--- src/rtl/pe_cfg_loader.sv ---
// pe_cfg_loader: buffers tagged configuration words per PE and, on go,
// releases them to every PE configure channel in lockstep.
//   clk, reset (async, active-low)
//   in_valid/in_ready/in_pe/in_data : config word stream (accepted in LOAD)
//   go      : start release (sampled in LOAD)
//   cfg_out : N_PE channels of {valid, data}, channel i at [i*(DW+1) +: DW+1]
//   busy    : high while releasing
//   done    : one-cycle pulse when a release (or empty go) completes
//   err     : sticky dropped-word flag
module pe_cfg_loader #(
  parameter int N_PE  = 2,
  parameter int DEPTH = 4,
  parameter int DW    = 32,
  parameter int PEW   = (N_PE > 1) ? $clog2(N_PE) : 1
) (
  input  logic                     clk,
  input  logic                     reset,
  input  logic                     in_valid,
  output logic                     in_ready,
  input  logic [PEW-1:0]           in_pe,
  input  logic [DW-1:0]            in_data,
  input  logic                     go,
  output logic [N_PE*(DW+1)-1:0]   cfg_out,
  output logic                     busy,
  output logic                     done,
  output logic                     err
);

  localparam int CW = $clog2(DEPTH + 1);
  localparam int AW = (DEPTH > 1) ? $clog2(DEPTH) : 1;
  localparam int CH = DW + 1;
  localparam logic [CW-1:0] FULL = CW'(DEPTH);

  typedef enum logic {LOAD, RELEASE} state_t;

  state_t              state;
  logic [DW-1:0]       mem    [N_PE][DEPTH];
  logic [CW-1:0]       cnt    [N_PE];
  logic [CW-1:0]       cnt_nx [N_PE];
  logic [CW-1:0]       idx;
  logic [CW-1:0]       last;
  logic [CW-1:0]       m_nx;
  logic [N_PE-1:0]     hit;
  logic                wr;
  logic                wr_ok;
  logic [N_PE*CH-1:0]  first_word;

  assign in_ready = (state == LOAD);

  // Word 0 is registered on the go edge itself, so a word written on that
  // same edge into an empty channel is bypassed straight from in_data.
  always_comb begin
    wr         = in_valid & in_ready;
    hit        = '0;
    m_nx       = '0;
    first_word = '0;
    for (int unsigned i = 0; i < N_PE; i++) begin
      hit[i]    = wr && (in_pe == PEW'(i)) && (cnt[i] != FULL);
      cnt_nx[i] = cnt[i] + CW'(hit[i]);
      if (cnt_nx[i] > m_nx)
        m_nx = cnt_nx[i];
      if (cnt_nx[i] != '0)
        first_word[i*CH +: CH] = {1'b1, (cnt[i] == '0) ? in_data : mem[i][0]};
    end
    wr_ok = |hit;
  end

  always_ff @(posedge clk) begin
    for (int unsigned i = 0; i < N_PE; i++)
      for (int unsigned j = 0; j < DEPTH; j++)
        if (hit[i] && cnt[i] == CW'(j))
          mem[i][j] <= in_data;
  end

  // idx holds the next word index to present; word 0 goes out on the go edge.
  always_ff @(posedge clk or negedge reset) begin
    if (!reset) begin
      state   <= LOAD;
      idx     <= '0;
      last    <= '0;
      cfg_out <= '0;
      busy    <= 1'b0;
      done    <= 1'b0;
      err     <= 1'b0;
      for (int unsigned i = 0; i < N_PE; i++)
        cnt[i] <= '0;
    end else begin
      done <= 1'b0;
      case (state)
        LOAD: begin
          if (wr && !wr_ok)
            err <= 1'b1;
          for (int unsigned i = 0; i < N_PE; i++)
            cnt[i] <= cnt_nx[i];
          if (go) begin
            if (m_nx != '0) begin
              state   <= RELEASE;
              cfg_out <= first_word;
              busy    <= 1'b1;
              idx     <= CW'(1);
              last    <= m_nx;
            end else begin
              done <= 1'b1;
            end
          end
        end
        RELEASE: begin
          if (idx == last) begin
            state   <= LOAD;
            cfg_out <= '0;
            busy    <= 1'b0;
            done    <= 1'b1;
            for (int unsigned i = 0; i < N_PE; i++)
              cnt[i] <= '0;
          end else begin
            for (int unsigned i = 0; i < N_PE; i++)
              cfg_out[i*CH +: CH] <= (idx < cnt[i]) ? {1'b1, mem[i][idx[AW-1:0]]} : '0;
            idx <= idx + CW'(1);
          end
        end
        default: state <= LOAD;
      endcase
    end
  end

endmodule

--- config.mk ---
export PLATFORM = sky130hd
export DESIGN_NAME = pe_cfg_loader
export DESIGN_NICKNAME = d
export VERILOG_FILES = /design/src/rtl/pe_cfg_loader.sv
export SDC_FILE = /design/constraint.sdc
export NUM_CORES = 1
export LEC_CHECK = 0
export CORE_MARGIN = 1
export CORE_UTILIZATION = 50
export CTS_CLUSTER_DIAMETER = 50
export DETAILED_ROUTE_END_ITERATION = 16
export GPL_ROUTABILITY_DRIVEN = 0
export MAX_ROUTING_LAYER = met4
export PLACE_DENSITY = 0.72
export SKIP_CTS_REPAIR_TIMING = 1
export SYNTH_ARGS = -nofsm -noshare
export SYNTH_HDL_FRONTEND = slang
export SYNTH_SLANG_ARGS = --single-unit
--- constraint.sdc ---
create_clock -name clk -period 4.2 [get_ports clk]
set_input_delay 1.05 -clock clk [delete_from_list [all_inputs] [get_ports clk]]
set_output_delay 1.05 -clock clk [all_outputs]
set_load 0.02 [all_outputs]
# Word-level counts from Yosys, hierarchy flattened
# Memories as Yosys holds them, arrays and structs flattened.
# Index checks and enable logic that the tools add are counted.
word_totals:
  ff_bits: 82
  ram_bits: 256
  in_bits: 37
  out_inout_bits: 70
  word_cells: 116
  n_memories: 1
op_classes:
  add_sub_neg: 3
  n_lt_le_gt_ge: 5
  eq_ne: 13
  mux: 55
  bitwise_logic: 4
  n_reduce_logical: 26
mem_list:
  columns: ["memory", "depth", "word_bits", "read_ports", "rd_ports_with_merged_regs", "write_ports", "line", "text"]
  rows:
  - ["mem", 2, 128, 2, 0, 1, "37", "logic [DW-1:0] mem [N_PE][DEPTH];"]
ops:
  columns: ["op", "count"]
  rows:
  - ["$mux 66", 3]
  - ["$mux 32", 6]
  - ["$mux 33", 4]
  - ["$pmux 66 s2", 1]
  - ["$bmux 32 s2", 2]
  - ["$mux 128", 1]
  - ["$reduce_or 128->1", 1]
  - ["$mux 1", 26]
  - ["$mux 3", 5]
  - ["$logic_and 1x1->1", 13]
  - ["$eq 3x2->1 const B", 4]
  - ["$pmux 6 s2", 1]
  - ["$reduce_and 3->1", 3]
  - ["$reduce_bool 3->1", 3]
  - ["$add 3x1->3", 2]
  - ["$eq 3x1->1 const B", 2]
  - ["$logic_not 3->1", 2]
  - ["$lt 3x3->1", 2]
  - ["$mux 6", 1]
  - ["$ne 2x1->1 const B", 3]
  - ["$ne 3x3->1 const B", 2]
  - ["$pmux 1 s2", 3]
  - ["$pmux 3 s2", 1]
  - ["$mux 4", 1]
  - ["12 further kinds", 14]

# Longest topological paths before layout
# Gate-level depths: netlist of the first run.
depth:
  word_depth: 13
  depth_mapped: 17

# Worst setup path after synthesis of the first run
# Ideal clock, no wire load.
synth_path:
  kind: "input -> register"
  start: "input in_valid"
  end: "memory mem[1][100] in the netlist's numbering, enable pin"
  arrival_ps: 4373
  slack_ps: -675
  path_stages: 3
  cell_sequence: "nor2b_1 nand2_1 nor4_1"
synth_via:
  elab_chain_len: 8
synth_lines:
  columns: ["element", "line", "text"]
  rows:
  - ["start: declaration", "18", "input logic in_valid,"]
  - ["$and 1x1->1 (*)", "53", "wr = in_valid & in_ready;"]
  - ["$logic_and 1x1->1 (2 in a row)", "58", "hit[i] = wr && (in_pe == PEW'(i)) && (cnt[i] != FULL);"]
  - ["$logic_and 1x1->1", "71", "if (hit[i] && cnt[i] == CW'(j))"]
  - ["$mux 1", "71", null]
  - ["$mux 1 (not written as such)", "72", "mem[i][j] <= in_data;"]
  - ["$reduce_or 128->1 (no source line)", null, null]
  - ["$mux 1 (no source line) / $mux 4 (equally long branches)", null, null]
  - ["end: declaration", "37", null]
# Every way passes the cells marked *; elsewhere a longest branch is shown, timed or not.

# Worst setup path after layout of the first run
layout_path:
  start: "input in_valid"
  end: "register cfg_out[17]"
layout_via:
  elab_chain_len: 11
layout_lines:
  columns: ["element", "line", "text"]
  rows:
  - ["$and 1x1->1 (*)", "53", null]
  - ["$logic_and 1x1->1 (2 in a row)", "58", null]
  - ["$add 3x1->3", "59", "cnt_nx[i] = cnt[i] + CW'(hit[i]);"]
  - ["$gt 3x1->1", "60", "if (cnt_nx[i] > m_nx)"]
  - ["$mux 3", "60", null]
  - ["$gt 3x3->1", "60", null]
  - ["$mux 3", "60", null]
  - ["$reduce_bool 3->1", "96", "if (m_nx != '0) begin"]
  - ["$ne 2x1->1 (no source line)", null, null]
  - ["$reduce_and 2->1 (no source line)", null, null]
  - ["end signal: assignment", "98", "cfg_out <= first_word;"]
  - ["end signal: indexed assignment", "117", "cfg_out[i*CH +: CH] <= (idx < cnt[i]) ? {1'b1, mem[i][idx[AW-1:0]]} : '0;"]
  - ["end: declaration", "23", "output logic [N_PE*(DW+1)-1:0] cfg_out,"]
# Every way passes the cells marked *; elsewhere a longest branch is shown, timed or not. The select of a mux whose other input is x is not followed.
# A chain may end at the register's enable or synchronous reset.

==> impl_results.md, run 1 <==
* Status: complete, no violations
* P&R area growth vs syn at 21.5%
* Vias at 7,923
* Syn Inst Count at 819
* Area of the core at 28,100 um^2
* Dpl hpwl at 18.6 mm
* Max Freq at ~250 MHz
* GRT Total Usage at 0.232
* Latest clock arrival within the worst-skew pair at 0.53 ns
* P_leak at ~7 nW
* Crit-path max cell delay at 0.47 ns
* IO Pins at 107
* Largest net degree at the start of global routing at 50
* Initial core utilization at 0.513
* Nets at 1,015
* Fraction of layout cells with a size suffix above 1 at 0.263
* Worst VDD drop at around 0.43 mV
* Initial antenna violation count at 0
* Drt pass-1 iters at 5
* Sequential share of power at 0.307
* Setup Skew at 0.0193 ns
* Worst EP required at approximately 4.6 ns
* Maximum fanout along the worst path at 19
* Pwr per Cell Area at 824 nW/um^2
* Final setup vio count at 0
* Drt initial violations at 454
* Mapped Nets at 868
* Routed wire length at 31.5 mm
* H-tree levels at 2
* Total gr overflow at 0
* Crit Path Class: input port to flip-flop
* Seq/Total Area, Yosys at 0.676
* DR vias/cell at a little under 6
* CTS Buffer Depth at 3
* CTS root buffer: clkbuf_16
* CP Capture Type: flip-flop
* Critical Path Slowest Stage Cell: clkdlybuf4s50_1
* Async SR Flop Fraction at 0.243
* Critical path's most frequent cell: ha_1
* TritonCTS Sinks at roughly 340
* Slew headroom at 0.417
* Die width at 172 um
* Slew @ Worst Pin at 0.871 ns
* Distinct cells, synth at 43
* Final instance area at 17,500 um^2
* CTS tree: yes
* Int Pwr at 9.50 mW
* DP Area at about 16,000 um^2
* CP Launch Type: input port
* Synthesized flop and latch total at 338
* Endpoints failing hold at 0
* Post-DR wirelength/cell at 22.9 um
* N_diodes at 0
* Arrival time worst endpoint at 4.44 ns
* Overall die height at 172 um
* Comb power frac at 0.456
* Post-synth EDFFs at 256
* Crit path time final at roughly 4.0 ns
* Rows at 61
* Final Cycle Share at 0.963
* Global-route wire length before repair at between 40 and 50 mm
* Cell Area, Synth at 14,400 um^2
* ANT nets after route at 0
* Synth warn at 0
* Die area at 29,500 um^2
* Slew Viols, Final at 0
* Psw at 4.91 mW
* Clock share of power at 0.237
* Max-Cap Viols at 0
* R2R depth at 14
* Hold depth at 1
* Fillers at 2,060
* Vias in the first global route at 8,355
* RSZ-0062 raised after global routing: yes
* Setup TNS at 0 ns
* Cts bufs inserted at 37
* # port buffers at ~110
* Crit path cell chain: clkdlybuf4s50_1 > nor2b_1 > nand2_1 > a21oi_1 > ha_1 > ha_1 > xnor2_1 > inv_1 > ha_1 > nand2_1 > o21ai_2 > nand2_2 > a221oi_2 > a31o_4 > buf_12 > mux2_2
* Main flop type after synthesis: edfxtp_1
* Post-route DRC at 0
* Hold WC Path Type: flip-flop to flip-flop
* Syn_area_per_cell at 17.6 um^2
* Sw Ratio at 0.341
* Worst-path clk slew at 0.06 ns
[cells in the mapped netlist (all sizes together) (2+ instances only)]
| cell | number | share of area |
|---|---|---|
| mux2i | 66 | 0.046 |
| buf | 32 | 0.016 |
| and3 | 4 | 0.0017 |
| mux4 | 64 | 0.10 |
| nor4 | 2 | 0.00087 |
| nand2b | 3 | 0.0013 |
| xor2 | 4 | 0.0024 |
| o2bb2ai | 2 | 0.0012 |
| o21ai | 8 | 0.0030 |
| nor2b | 3 | 0.0013 |
| a21oi | 6 | 0.0021 |
| xnor2 | 2 | 0.0017 |
| nor2 | 7 | 0.0018 |
| o22ai | 68 | 0.030 |
| nand2 | 26 | 0.0073 |
| mux2 | 68 | 0.064 |
| dfrtp | 82 | 0.14 |
| edfxtp | 256 | 0.53 |
| ha | 12 | 0.010 |
| a21o | 4 | 0.0021 |
| clkbuf | 14 | 0.0036 |
| nor3 | 4 | 0.0029 |
| inv | 71 | 0.018 |
[worst paths after layout]
path / startpoint / to / slack [ns]
worst min-delay path: busy / busy / 0.48
min in group asynchronous: reset / cfg_out[41] / 0.56
worst max register to register: cnt[0] / cfg_out[17] / 0.71
worst max-delay path: in_valid / cfg_out[17] / 0.16
max in group asynchronous: reset / cfg_out[52] / 2.85
worst min register to register: busy / busy / 0.48
[critical path, delay by kind of cell]
| kind | cells | cell delay [ns] |
|---|---|---|
| AO/OA/AOI/OAI | 4 | 0.99 |
| XOR/XNOR | 1 | 0.14 |
| adder cells (fa/ha/maj) | 3 | 0.64 |
| buffers and inverters | 3 | 0.77 |
| multiplexers | 1 | 0.35 |
| AND/OR/NAND/NOR | 4 | 0.47 |
[layer usage]
layer  part of all wire  global-route usage  up-vias
met2               0.51               0.387      249
met5                  0                   -        -
met4              0.020              0.0658        0
met3              0.057              0.0352       59
met1               0.41               0.295     4141
li1                   -                   -     3474
[cell type report]
cell class	instances	area, um^2	area share
clock buffers	46	1030	0.0590
clock inverters	22	267	0.0152
well taps	378	473	0.0270
multi-input cells	363	4180	0.239
inverters	72	270	0.0154
repair buffers	154	1530	0.0875
flip-flops and latches	338	9750	0.557
[power by group through the flow]
stage	Clock (mW)	Combinational, mW	Sequential (mW)
finish	3.42	6.57	4.43
global route	3.59	7.01	4.48
CTS	3.46	6.63	4.43
detailed placement	0	6.58	4.49
global placement	0	6.47	4.49
floorplan	0	4.53	4.59
[placed cells by master (no fill, tap or decap), types with 39 or more instances in the layout]
master	n
edfxtp_1	256
dfrtp_1	80
mux4_2	64
clkbuf_16	39
clkdlybuf4s50_1	105
inv_1	71
mux2_4	40
o22ai_1	68
mux2i_1	66
buf_4	40
[sequential cells by signal, summed over array words and instances (netlist names)]
register	flops
busy	1
err	1
state	1
done	1
mem	256
cnt	6
idx	3
cfg_out	66
last	3
[kinds of logic (layout without fill, tap and decap cells)]
| group | count (synthesis) | count (layout) | share of synthesized area |
|---|---|---|---|
| compound gates | 94 | 94 | 0.0421 |
| xor+xnor | 6 | 6 | 0.00417 |
| fa+ha+maj | 12 | 12 | 0.0104 |
| buf+inv | 118 | 294 | 0.0388 |
| flops | 338 | 338 | 0.676 |
| mux | 198 | 198 | 0.209 |
| simple gates | 53 | 53 | 0.0189 |
[stage by stage]
| stage | setup WS (ns) | utilization | power, mW | std cells | hold WS, ns |
|---|---|---|---|---|---|
| 2_1_floorplan | -0.675 | - | 9.12 | 819 | 0.491 |
| 3_3_place_gp | -0.254 | 0.577 | 11.0 | 1305 | 0.450 |
| 3_5_place_dp | -0.339 | 0.577 | 11.1 | 1305 | 0.444 |
| 4_1_cts | 0.160 | 0.623 | 14.5 | 1373 | 0.487 |
| 5_1_grt | -0.00824 | 0.623 | 15.1 | 1373 | 0.509 |
| 6_report | 0.156 | 0.623 | 14.4 | 1373 | 0.479 |
(Power assumes the default switching activity.)
==> run 2, diff against run 1 <==
--- a/config.mk
+++ b/config.mk
@@ -5,7 +5,7 @@
 export SDC_FILE = /design/constraint.sdc
 export NUM_CORES = 1
 export LEC_CHECK = 0
-export CORE_MARGIN = 1
+export CORE_MARGIN = 3
 export CORE_UTILIZATION = 50
 export CTS_CLUSTER_DIAMETER = 50
 export DETAILED_ROUTE_END_ITERATION = 16
==> impl_results.md, run 2 (synthesis results as in run 1) <==
* DR vias/cell at 5.61 (-2.8%)
* Slew @ Worst Pin at 0.781 ns (-0.0906 ns)
* CTS root buffer: clkbuf_16
* IO Pins at 107 (unchanged)
* Vias in the first global route at 8,260 (-1.1%)
* Global-route wire length before repair at 48.2 mm (-1.6%)
* CTS tree: yes
* Final Cycle Share at 0.949 (-0.0139)
* Max-Cap Viols at 0 (unchanged)
* CP Capture Type: flip-flop
* Die width at 176 um (+2.3%)
* Max Freq at 251 MHz (+1.5%)
* Dpl hpwl at 18.6 mm (about the same)
* TritonCTS Sinks at 338 (unchanged)
* Clock share of power at 0.225 (-0.012)
* Total gr overflow at 0 (unchanged)
* Worst VDD drop at 0.567 mV (+31%)
* P_leak at 6.82 nW (+0.20%)
* Pwr per Cell Area at 825 nW/um^2 (+0.16%)
* Commonest non-fill, non-tap cell in the layout: edfxtp_1
* GRT Total Usage at 0.209 (-0.0223)
* RSZ-0062 raised after global routing: yes
* CP Launch Type: input port
* Largest net degree at the start of global routing at 46 (-8.0%)
* Area of the core at 28,100 um^2 (unchanged)
* Die area at 30,900 um^2 (+4.7%)
* Worst EP required at 4.60 ns (about the same)
* Crit Path Class: input port to flip-flop
* Drt pass-1 iters at 5 (unchanged)
* Int Pwr at 9.49 mW (about the same)
* Psw at 4.97 mW (+1.3%)
* Fraction of layout cells with a size suffix above 1 at 0.269 (+0.00607)
* Nets at 1,025 (+0.99%)
* Rows at 61 (unchanged)
* Initial core utilization at 0.513 (unchanged)
* Initial antenna violation count at 0 (unchanged)
* Latest clock arrival within the worst-skew pair at 0.52 ns (about the same)
* Endpoints failing hold at 0 (unchanged)
* Final instance area at 17,500 um^2 (+0.24%)
* Status: complete, no violations
* Post-DR wirelength/cell at 22.3 um (-2.7%)
* Comb power frac at 0.472 (+0.016)
* Routed wire length at 30.9 mm (-1.9%)
* Worst-path clk slew at 0.06 ns (about the same)
* Crit path time final at 3.99 ns (-0.0583 ns)
* Arrival time worst endpoint at 4.39 ns (-0.05 ns)
* Post-route DRC at 0 (unchanged)
* Hold WC Path Type: flip-flop to flip-flop
* Setup Skew at 0.0170 ns (-0.00231 ns)
* N_diodes at 0 (unchanged)
* Largest regs: mem: 256 flops, cfg_out: 66 flops, cnt: 6 flops
* Vias at 7,764 (-2.0%)
* Place WS at -0.364 ns (-0.0254 ns)
* Slew Viols, Final at 0 (unchanged)
* P&R area growth vs syn at 21.7%
* Slew headroom at 0.479 (+0.0623)
* Sequential share of power at 0.302 (-0.005)
* DP Area at 16,200 um^2 (about the same)
* Setup slack after layout at 0.214 ns (+0.0583 ns)
* Largest register FFs at 256 (unchanged)
* Maximum fanout along the worst path at 15 (-4)
* Sw Ratio at 0.344 (+0.00291)
* Overall die height at 176 um (+2.3%)
* Final setup vio count at 0 (unchanged)
* # port buffers at 106 (unchanged)
* H-tree levels at 2 (unchanged)
* Most frequent cells in the layout: 256 x edfxtp_1, 105 x clkdlybuf4s50_1, 80 x dfrtp_1, 71 x inv_1, 68 x o22ai_1
* Power after layout at 14.5 mW (+0.40%)
* ANT nets after route at 0 (unchanged)
* Drt initial violations at 580 (+28%)
* CTS Buffer Depth at 3 (unchanged)
* Fillers at 2,046 (-0.68%)
* Reg with most FFs: mem
* Cts bufs inserted at 38 (+2.7%)
run 2: cell types whose count changed in the layout (fill, tap and decap cells not counted), moves of 3 or more:
| cell | before | now |
|---|---|---|
| clkbuf_1 | 4 | 10 |
| clkinv_1 | 7 | 4 |
| inv_6 | 1 | 4 |
| clkinv_4 | 0 | 3 |
| buf_4 | 40 | 49 |
| clkinv_2 | 5 | 1 |
| bufinv_16 | 6 | 3 |
run 2: path summary, 6_finish.rpt:
kind,start,to,slack [ns],depth (start not counted)
min reg2reg,err,err,0.47,1
max reg2reg,cnt[0],cfg_out[16],0.72,15
min in group asynchronous,reset,cfg_out[11],0.56,1
min,err,err,0.47,1
max,in_valid,cfg_out[16],0.21,17
max in group asynchronous,reset,idx[0],2.82,2
run 2: final cells by class:
| cell class | instances | area [um^2] | area share |
|---|---|---|---|
| clock buffer | 51 | 1030 | 0.0587 |
| clock inverter | 19 | 214 | 0.0122 |
| inverter | 72 | 270 | 0.0154 |
| multi-input combinational | 363 | 4200 | 0.239 |
| sequential | 338 | 9750 | 0.556 |
| tap | 378 | 473 | 0.0270 |
| timing repair buffer | 163 | 1600 | 0.0915 |
run 2: power by group through the flow:
stage / clock [mW] / sequential (mW) / combinational, mW
6_report: 3.26 / 4.37 / 6.83
5_1_grt: 3.46 / 4.42 / 7.31
4_1_cts: 3.32 / 4.38 / 6.64
3_5_place_dp: 0 / 4.44 / 6.62
3_3_place_gp: 0 / 4.43 / 6.51
2_1_floorplan: 0 / 4.59 / 4.53
run 2: per-stage QoR:
stage           util  hold slack (ns)  TNS, ns  instances
2_1_floorplan      -            0.491   -43.18        819
3_3_place_gp   0.577            0.457   -17.71       1310
3_5_place_dp   0.577            0.460   -22.70       1310
4_1_cts        0.621            0.472        0       1380
5_1_grt        0.624            0.516   -0.141       1384
6_report       0.624            0.468        0       1384
run 2: routing by layer:
layer,global-route usage,wire length [um],vias to the layer above
li1,-,-,3493
met1,0.277,12900,3973
met2,0.346,15800,241
met3,0.0275,1610,57
met4,0.0591,631,0
met5,-,0,-
run 2: worst max-delay path: stages:
cell,delay (ns)
clkdlybuf4s50_1,0.48
nor2b_1,0.19
nand2_1,0.09
a21oi_1,0.12
ha_1,0.16
ha_1,0.15
xnor2_1,0.14
inv_1,0.09
ha_1,0.33
nand2_1,0.10
o21ai_4,0.19
nand2_2,0.11
a221oi_4,0.32
a31o_4,0.20
buf_12,0.14
buf_12,0.17
mux2_2,0.34
==> run 3, diff against run 2 <==
--- a/config.mk
+++ b/config.mk
@@ -5,8 +5,10 @@
 export SDC_FILE = /design/constraint.sdc
 export NUM_CORES = 1
 export LEC_CHECK = 0
+export ABC_AREA = 1
 export CORE_MARGIN = 3
 export CORE_UTILIZATION = 50
+export CTS_BUF_LIST = sky130_fd_sc_hd__clkbuf_8 sky130_fd_sc_hd__clkbuf_16
 export CTS_CLUSTER_DIAMETER = 50
 export DETAILED_ROUTE_END_ITERATION = 16
 export GPL_ROUTABILITY_DRIVEN = 0
==> impl_results.md, run 3 <==
* Status: complete, no violations
* GRT Total Usage at 0.247 (+0.0379)
* Crit-path max cell delay at 0.46 ns (-0.02 ns)
* Rows at 63 (+3.3%)
* Vias in the first global route at 11,500 (+39%)
* R2R depth at 20 (+5)
* Hold depth at 2 (+1)
* DR vias/cell at 5.59 (-0.39%)
* Fraction of layout cells with a size suffix above 1 at 0.0691 (-0.200)
* Largest area contributor in the netlist: edfxtp_1
* Worst reg2reg path startpoint: state
* Fillers at 2,478 (+21%)
* Drt initial violations at 1,445 (+150%)
* Syn Inst Count at 1,629 (+99%)
* Main flop type after synthesis: edfxtp_1
* # port buffers at 106 (unchanged)
* Reg with most FFs: mem
* Power after layout at 15.0 mW (+3.9%)
* Most frequent cell after synthesis: nand2_1
* Worst VDD drop at 0.859 mV (+51%)
* P&R area growth vs syn at 18.1%
* ANT nets after route at 0 (unchanged)
* Mapped Nets at 1,678 (+93%)
* Crit path time final at 3.75 ns (-0.232 ns)
* Dpl hpwl at 22.2 mm (+19%)
* Worst EP required at 4.60 ns (about the same)
* Async SR Flop Fraction at 0.243 (unchanged)
* Global-route wire length before repair at 63.0 mm (+31%)
* Most frequent cells in the layout: 672 x nand2_1, 274 x nand3_1, 256 x edfxtp_1, 105 x clkdlybuf4s50_1, 79 x dfrtp_1
* Critical path's most frequent cell: nand2_1
* CTS tree: yes
* CTS Buffer Depth at 3 (unchanged)
* Largest register FFs at 256 (unchanged)
* Synthesized flop and latch total at 338 (unchanged)
* Hold Path Sink: cfg_out[15]
* Overall die height at 181 um (+3.1%)
* DP Area at 16,900 um^2 (+4.0%)
* Initial antenna violation count at 1 (+1)
* Top cells by area, synth: edfxtp_1 50%, nand2_1 16%, dfrtp_1 13%
* Area of the core at 30,000 um^2 (+6.6%)
* Post-DR wirelength/cell at 18.6 um (-17%)
* Slew @ Worst Pin at 1.04 ns (+0.259 ns)
* Cts bufs inserted at 37 (-2.6%)
* Final Cycle Share at 0.894 (-0.0552)
* Slew headroom at 0.307 (-0.172)
* Crit path cell chain: clkdlybuf4s50_1 > nand2_1 > nor2_1 > inv_1 > a21oi_1 > ha_1 > ha_1 > xnor2_2 > ha_1 > a21oi_1 > nand2_1 > nand2_1 > nand2_1 > nand2_1 > nand3_1 > nand2_1 > nand2_1 > nand2_1 > nand2_1
* P_leak at 7.69 nW (+13%)
* Slew Viols, Final at 0 (unchanged)
* Max Freq at 266 MHz (+6.2%)
* Largest regs: mem: 256 flops, cfg_out: 66 flops, cnt: 6 flops
* Endpoints failing hold at 0 (unchanged)
* Syn_area_per_cell at 9.41 um^2 (-46%)
* Vias at 11,900 (+53%)
* Cell Area, Synth at 15,300 um^2 (+6.4%)
* Synth warn at 0 (unchanged)
* Crit Path Class: input port to flip-flop
* Setup TNS at 0 ns (unchanged)
* Commonest non-fill, non-tap cell in the layout: nand2_1
* Largest net degree at the start of global routing at 130 (+180%)
* Final instance area at 18,100 um^2 (+3.3%)
* CP Capture Type: flip-flop
* Hold WC Path Type: flip-flop to flip-flop
* Pwr per Cell Area at 830 nW/um^2 (+0.57%)
* R2R Setup Slk at 0.75 ns (+0.03 ns)
* CTS root buffer: clkbuf_16
* Seq/Total Area, Yosys at 0.635 (-0.0409)
* IO Pins at 107 (unchanged)
* Drt pass-1 iters at 8 (+3)
* Final setup vio count at 0 (unchanged)
* Die width at 181 um (+3.1%)
* Setup Skew at 0.0183 ns (+0.00137 ns)
* Post-Layout Cell Count at 2,128 (+54%)
* Arrival time worst endpoint at 4.15 ns (-0.24 ns)
* RSZ-0062 raised after global routing: no
* FF-to-FF End: idx[0]
* Die area at 32,800 um^2 (+6.2%)
* Latest clock arrival within the worst-skew pair at 0.52 ns (about the same)
* Distinct cells, synth at 23 (-47%)
* CP Launch Type: input port
* Maximum fanout along the worst path at 9 (-6)
* Nets at 1,757 (+71%)
* TritonCTS Sinks at 338 (unchanged)
* Critical Path Slowest Stage Cell: clkdlybuf4s50_1
* H-tree levels at 2 (unchanged)
* Min-delay src: cfg_out[15]
* Worst-path clk slew at 0.06 ns (about the same)
* Yosys top cell area share at 0.501 (-0.0323)
* Max-Cap Viols at 0 (unchanged)
* Routed wire length at 39.5 mm (+28%)
* Post-route DRC at 0 (unchanged)
* Initial core utilization at 0.512 (-0.000972)
* Total gr overflow at 0 (unchanged)
* Utilization after layout at 0.605 (-0.0197)
* Post-synth EDFFs at 256 (unchanged)
* Post-synth top cells: 673 x nand2_1, 276 x nand3_1, 256 x edfxtp_1
* Post-Place Cells at 2,059 (+57%)
[run 3: critical path: cells and delay by family]
kind	cells	cell delay, ns
XOR/XNOR	1	0.10
adder cells (fa/ha/maj)	3	0.74
AND/OR/NAND/NOR	11	1.28
buffers and inverters	2	0.53
AO/OA/AOI/OAI	2	0.44
[run 3: cells by family after synthesis]
| logic type | after synthesis | synth area share |
|---|---|---|
| AOI/OAI and AO/OA | 82 | 0.0275 |
| buffers and inverters | 163 | 0.0478 |
| adders and majority gates | 12 | 0.00979 |
| xor gates and xnor gates | 6 | 0.00392 |
| DFF | 338 | 0.635 |
| and+or+nand+nor | 1028 | 0.276 |
[run 3: metrics by stage]
step	hold WS (ns)	setup WS [ns]
after floorplan	0.473	-0.696
after global placement	0.454	0.132
after detailed placement	0.458	-0.0183
after CTS	0.472	0.499
after global routing	0.485	0.126
final	0.467	0.446
[run 3: worst max path at each step]
stage,start,to,slack (ns),cells after the start
floorplan,in_valid,mem[1][0],-0.70,4
global placement,in_valid,cfg_out[5],0.13,18
detailed placement,in_valid,cfg_out[26],-0.02,17
CTS,in_valid,cfg_out[26],0.50,17
global route,in_valid,idx[0],0.13,19
finish,in_valid,idx[0],0.45,19
[run 3: per-layer routing]
layer	vias to the layer above	global-route usage	share of wire
met1	5630	0.340	0.42
met5	-	-	0
met4	0	0.0762	0.021
met3	86	0.0403	0.090
met2	576	0.383	0.47
li1	5599	-	-
[run 3: layout make-up]
class | instances | area [um^2] | share of cell area
Clock buffer | 44 | 1060 | 0.0583
Antenna cell | 2 | 5.00 | 0.000276
Multi-Input combinational cell | 1128 | 4960 | 0.274
Timing Repair Buffer | 147 | 1450 | 0.0803
Tap cell | 390 | 488 | 0.0269
Inverter | 56 | 211 | 0.0117
Sequential cell | 338 | 9750 | 0.538
Clock inverter | 23 | 191 | 0.0106
[run 3: power by group]
group	total, mW	internal [mW]	switching [mW]
clock	3.26	1.98	1.28
combinational	7.39	2.24	5.15
sequential	4.37	4.09	0.284
